==> config.mk <==
export PLATFORM = sky130hd
export DESIGN_NAME = addsub_arbiter
export DESIGN_NICKNAME = d
export VERILOG_FILES = /design/src/rtl/addsub_arb_pkg.sv /design/src/rtl/addsub_unit.sv /design/src/rtl/addsub_arbiter.sv
export SDC_FILE = /design/constraint.sdc
export NUM_CORES = 1
export LEC_CHECK = 0
export CAP_MARGIN = 20
export CORE_UTILIZATION = 40
export DETAILED_ROUTE_END_ITERATION = 6
export PLACE_DENSITY = 0.67
export SETUP_SLACK_MARGIN = 0.2
export SYNTH_ARGS = -nofsm -noshare
export SYNTH_HDL_FRONTEND = slang
export SYNTH_HIERARCHICAL = 1
export SYNTH_SLANG_ARGS = --single-unit
==> constraint.sdc <==
create_clock -name clk -period 10.5 [get_ports clk]
set_input_delay 2.625 -clock clk [delete_from_list [all_inputs] [get_ports clk]]
set_output_delay 2.625 -clock clk [all_outputs]
set_load 0.005 [all_outputs]
==> src/rtl/addsub_arb_pkg.sv <==
// addsub_arb_pkg: shared constants for the add/subtract arbiter slice.
// Holds the FSM encodings, the opcode values and the bit positions of the
// response flags so the top, the datapath and the bench agree on them.
package addsub_arb_pkg;

   localparam logic [1:0] ST_IDLE = 2'd0;
   localparam logic [1:0] ST_EXEC = 2'd1;
   localparam logic [1:0] ST_RESP = 2'd2;

   typedef enum logic [1:0] {
      IDLE = ST_IDLE,
      EXEC = ST_EXEC,
      RESP = ST_RESP
   } state_e;

   localparam logic OP_ADD = 1'b0;
   localparam logic OP_SUB = 1'b1;

   localparam int FLAG_COUT  = 3;
   localparam int FLAG_OVERF = 2;
   localparam int FLAG_ZEROF = 1;
   localparam int FLAG_NEGF  = 0;

endpackage

==> src/rtl/addsub_unit.sv <==
// addsub_unit: combinational WIDTH-bit add/subtract with flag generation.
// Subtraction is a + ~b + 1, so the carry out of the MSB is the inverse of
// the borrow. The carry into the MSB is recovered from the MSB sum bit,
// which gives the signed-overflow term without exposing every ripple stage.
module addsub_unit
   import addsub_arb_pkg::*;
#(
   parameter int WIDTH = 32
) (
   input  logic             op,
   input  logic [WIDTH-1:0] a,
   input  logic [WIDTH-1:0] b,
   output logic [WIDTH-1:0] result,
   output logic             cout,
   output logic             carry_msb_in,
   output logic             carry_msb_out,
   output logic [3:0]       flags
);

   logic [WIDTH-1:0] b_eff;
   logic [WIDTH:0]   sum_full;
   logic             overf;

   // Carry chain, borrow conversion and the four status flags.
   always_comb begin
      b_eff         = (op == OP_SUB) ? ~b : b;
      sum_full      = {1'b0, a} + {1'b0, b_eff} + {{WIDTH{1'b0}}, op};
      result        = sum_full[WIDTH-1:0];
      carry_msb_out = sum_full[WIDTH];
      carry_msb_in  = a[WIDTH-1] ^ b_eff[WIDTH-1] ^ sum_full[WIDTH-1];
      cout          = (op == OP_SUB) ? ~carry_msb_out : carry_msb_out;
      overf         = carry_msb_out ^ carry_msb_in;
      flags             = 4'b0000;
      flags[FLAG_COUT]  = cout;
      flags[FLAG_OVERF] = overf;
      flags[FLAG_ZEROF] = (sum_full[WIDTH-1:0] == '0) && !overf;
      flags[FLAG_NEGF]  = sum_full[WIDTH-1];
   end

endmodule

==> src/rtl/addsub_arbiter.sv <==
// addsub_arbiter: two-requester arbiter and sequencer for one shared
// add/subtract datapath. A command is accepted in IDLE, computed in EXEC
// and held in RESP until the owning requester takes the response.
// Build option: define ADDSUB_ARB_FIXED_PRIO_EN for fixed priority
// (requester 0 always wins ties, no last-grant state); otherwise ties are
// resolved round-robin.
module addsub_arbiter
   import addsub_arb_pkg::*;
#(
   parameter int WIDTH = 32
) (
   input  logic               clk,
   input  logic               rst_n,
   input  logic [1:0]         req_valid,
   output logic [1:0]         req_ready,
   input  logic [1:0]         req_op,
   input  logic [2*WIDTH-1:0] req_a,
   input  logic [2*WIDTH-1:0] req_b,
   output logic [1:0]         rsp_valid,
   input  logic [1:0]         rsp_ready,
   output logic [WIDTH-1:0]   rsp_result,
   output logic [3:0]         rsp_flags
);

   logic [1:0]       state;
   logic [1:0]       state_next;
   logic             grant;
   logic             accept;
   logic             owner;
   logic             op_reg;
   logic [WIDTH-1:0] a_reg;
   logic [WIDTH-1:0] b_reg;

   logic [WIDTH-1:0] unit_result;
   logic             unit_cout;
   logic             unit_carry_in;
   logic             unit_carry_out;
   logic [3:0]       unit_flags;
   logic             unused_carries;

`ifndef ADDSUB_ARB_FIXED_PRIO_EN
   logic             last_grant;
`endif

   // Choose which requester would win if a command is taken this cycle.
   always_comb begin
`ifdef ADDSUB_ARB_FIXED_PRIO_EN
      grant = ~req_valid[0];
`else
      if (req_valid == 2'b11) begin
         grant = ~last_grant;
      end else begin
         grant = req_valid[1];
      end
`endif
   end

   // Acceptance and the handshake outputs only ever address one requester.
   always_comb begin
      accept    = (state == ST_IDLE) && (req_valid != 2'b00);
      req_ready = 2'b00;
      rsp_valid = 2'b00;
      if (accept) begin
         req_ready[grant] = 1'b1;
      end
      if (state == ST_RESP) begin
         rsp_valid[owner] = 1'b1;
      end
   end

   // Sequencer: one command at a time, non-owner rsp_ready is ignored.
   always_comb begin
      state_next = state;
      case (state)
         ST_IDLE: if (accept) state_next = ST_EXEC;
         ST_EXEC: state_next = ST_RESP;
         ST_RESP: if (rsp_ready[owner]) state_next = ST_IDLE;
         default: state_next = ST_IDLE;
      endcase
   end

   // State register; reset drops any command in flight.
   always_ff @(posedge clk or negedge rst_n) begin
      if (!rst_n) begin
         state <= ST_IDLE;
      end else begin
         state <= state_next;
      end
   end

   // Latch the granted command so requesters are free once accepted.
   always_ff @(posedge clk or negedge rst_n) begin
      if (!rst_n) begin
         owner  <= 1'b0;
         op_reg <= OP_ADD;
         a_reg  <= '0;
         b_reg  <= '0;
      end else if (accept) begin
         owner  <= grant;
         op_reg <= grant ? req_op[1] : req_op[0];
         a_reg  <= grant ? req_a[2*WIDTH-1:WIDTH] : req_a[WIDTH-1:0];
         b_reg  <= grant ? req_b[2*WIDTH-1:WIDTH] : req_b[WIDTH-1:0];
      end
   end

`ifndef ADDSUB_ARB_FIXED_PRIO_EN
   // Remember the last winner; starting at 1 lets requester 0 win first.
   always_ff @(posedge clk or negedge rst_n) begin
      if (!rst_n) begin
         last_grant <= 1'b1;
      end else if (accept) begin
         last_grant <= grant;
      end
   end
`endif

   addsub_unit #(
      .WIDTH(WIDTH)
   ) u_addsub (
      .op            (op_reg),
      .a             (a_reg),
      .b             (b_reg),
      .result        (unit_result),
      .cout          (unit_cout),
      .carry_msb_in  (unit_carry_in),
      .carry_msb_out (unit_carry_out),
      .flags         (unit_flags)
   );

   // The raw carries are already folded into the flags; this only sinks them.
   assign unused_carries = ^{unit_cout, unit_carry_in, unit_carry_out};

   // Capture the datapath output in EXEC; it then holds through RESP and after.
   always_ff @(posedge clk or negedge rst_n) begin
      if (!rst_n) begin
         rsp_result <= '0;
         rsp_flags  <= 4'b0000;
      end else if (state == ST_EXEC) begin
         rsp_result <= unit_result;
         rsp_flags  <= unit_flags;
      end
   end

endmodule

==> impl_metrics.toml <==
[outcome]
status = "completed"

[worst_setup_path]
endpoint = "req_ready[0]"
critPathKind = "in -> out"
max_stage_delay_ns = 0.83
crit_top_cell = "clkdlybuf4s50_1"
worst-r2r-setup-slack_ns = 5.55
r2r-start = "op_reg$_DFFE_PN0P_"
crit_family = "buffers and inverters"
worstSetupEndpointType = "output port"
reg2reg_to = "rsp_flags[1]$_DFFE_PN0N_"
rr_worst_depth = 13
arrival_ns = 4.74
crit_path_top_delay_cell = "o21a_4"
crit_path_start = "req_valid[0]"
crit_path_max_fanout = 68
cp_num_cells = 4
cp_num_buf_inv = 2
required_ns = 7.88
worst_setup_path_start_kind = "primary input"
crit_chain = "clkdlybuf4s50_1 > o21a_4 > and2_1 > clkdlybuf4s50_1"

[routing]
drt_iter0_drc = 250
drt-wirelength-per-cell_um = 15.5
num_vias = 5177
drc = 0
drt_wl_total_um = 15600
ant_nets = 0
drt-pass1-iter-count = 4
via_per_inst = 5.14

[sta]
fin_crit_ns = 7.37
rsz0062_at_grt = "no"
hold_viol_final = 0
slew-limit-headroom_pct = 29.8
post-route-period-util_pct = 70.2
worst_pin_slew_ns = 1.05
finalClockSkew_ns = 0.00806
max_freq_mhz = 136
setup-tns-final_ns = 0
slew_viol_final = 0
setup_viol = 0

[floorplan]
die-area_um2 = 18400
dieWidth_um = 136
initial_core_util_pct = 41.2
die_h_um = 136
coreArea_um2 = 17400
num_rows = 48
ios = 176

[cells_and_area]
num-fill-cells = 1507
drive_gt1_share_pct = 25.8
n_antenna_cell = 0
final-seq-area_um2 = 2630
stdcell_count = 1007
final_common_cell = "clkdlybuf4s50_1"
syn2layout_area_growth_pct = 31.0
nets = 948
final_cell_mix = "clkdlybuf4s50_1, mux2_2, dfrtp_1"
multiInputGateArea_um2 = 4300

[placement]
port_buffers = 175
dp_cells = 991
gp_congestion = 0.882
dp_hpwl_um = 12200

[global_route]
grt_pass1_wl_um = 25500
overflow = 0
grt_max_degree = 69
first_global_vias = 5292
grt_use_total_pct = 17.7
antenna_found_initial = 0

[clock_tree]
cts_buffer_depth = 2
postCtsHoldBufs = 0
post_cts_buffers = 0
cts-root-buf = "clkbuf_16"
cts_resized = 0
clk_pin_slew_ns = 0.07
htree_levels = 3
clock_latency_ns = 0.36
cts_sinks = 105
cts_buffers = 9
cts_tree = "done"

[synth]
synth_nets = 787
syn_area_um2 = 7150
yosys_warnings = 6
syn_inst = 616
synth.avg_cell_area_um2 = 11.6

[min_path]
min_path_type = "reg -> reg"

[run]
maxCapViolations = 0
[routing by layer]
layer	vias up	track usage, %	wire [um]
met5	-	0	0
met4	0	5.93	270
met3	16	3.33	658
met2	116	32.3	8120
met1	2487	20.7	6590
li1	2558	-	-
[worst min path at each step]
| stage | start | endpoint | slack (ns) | depth (start not counted) |
|---|---|---|---|---|
| after floorplan | a_reg[10]$_DFFE_PN0P_ | a_reg[10]$_DFFE_PN0P_ | 0.49 | 1 |
| after detailed placement | rsp_result[0]$_DFFE_PN0N_ | rsp_result[0]$_DFFE_PN0N_ | 0.50 | 1 |
| after global routing | rsp_result[17]$_DFFE_PN0N_ | rsp_result[17]$_DFFE_PN0N_ | 0.52 | 1 |
| final | rsp_result[0]$_DFFE_PN0N_ | rsp_result[0]$_DFFE_PN0N_ | 0.51 | 1 |
| after CTS | rsp_result[20]$_DFFE_PN0N_ | rsp_result[20]$_DFFE_PN0N_ | 0.51 | 1 |
| after global placement | rsp_flags[0]$_DFFE_PN0N_ | rsp_flags[0]$_DFFE_PN0N_ | 0.49 | 1 |
[through the flow]
| step | util [%] | instance area, um^2 | hold WS (ns) | setup WS, ns |
|---|---|---|---|---|
| CTS | 54.0 | 9370 | 0.510 | 3.11 |
| global placement | 52.0 | 9030 | 0.486 | 3.15 |
| detailed placement | 52.0 | 9030 | 0.495 | 3.11 |
| finish | 54.0 | 9370 | 0.506 | 3.13 |
| global route | 54.0 | 9370 | 0.521 | 3.02 |
| floorplan | - | 7150 | 0.487 | 4.54 |
[cell type report]
type | instances | share of cell area [%]
sequential | 105 | 28.1
tap | 225 | 3.00
inverter | 16 | 0.641
timing repair buffer | 177 | 18.8
clock buffer | 11 | 2.70
clock inverter | 5 | 0.881
multi-input combinational | 468 | 45.9
[worst register-to-register path, cell delays in order (launching register included)]
cell and delay, ns:
dfrtp_2 1.00, xor2_1 0.25, inv_1 0.08, fa_1 0.42, nand2b_1 0.20, a2111oi_0 0.79, nor2_1 0.15, nand2_1 0.14
xor2_1 0.08, a2111oi_0 0.33, or4b_1 0.51, or4_1 0.46, a2111oi_2 0.29, mux2_2 0.20
Power is not shown: default switching activity piles up to over one toggle a cycle in this logic, so the estimate is an artifact.
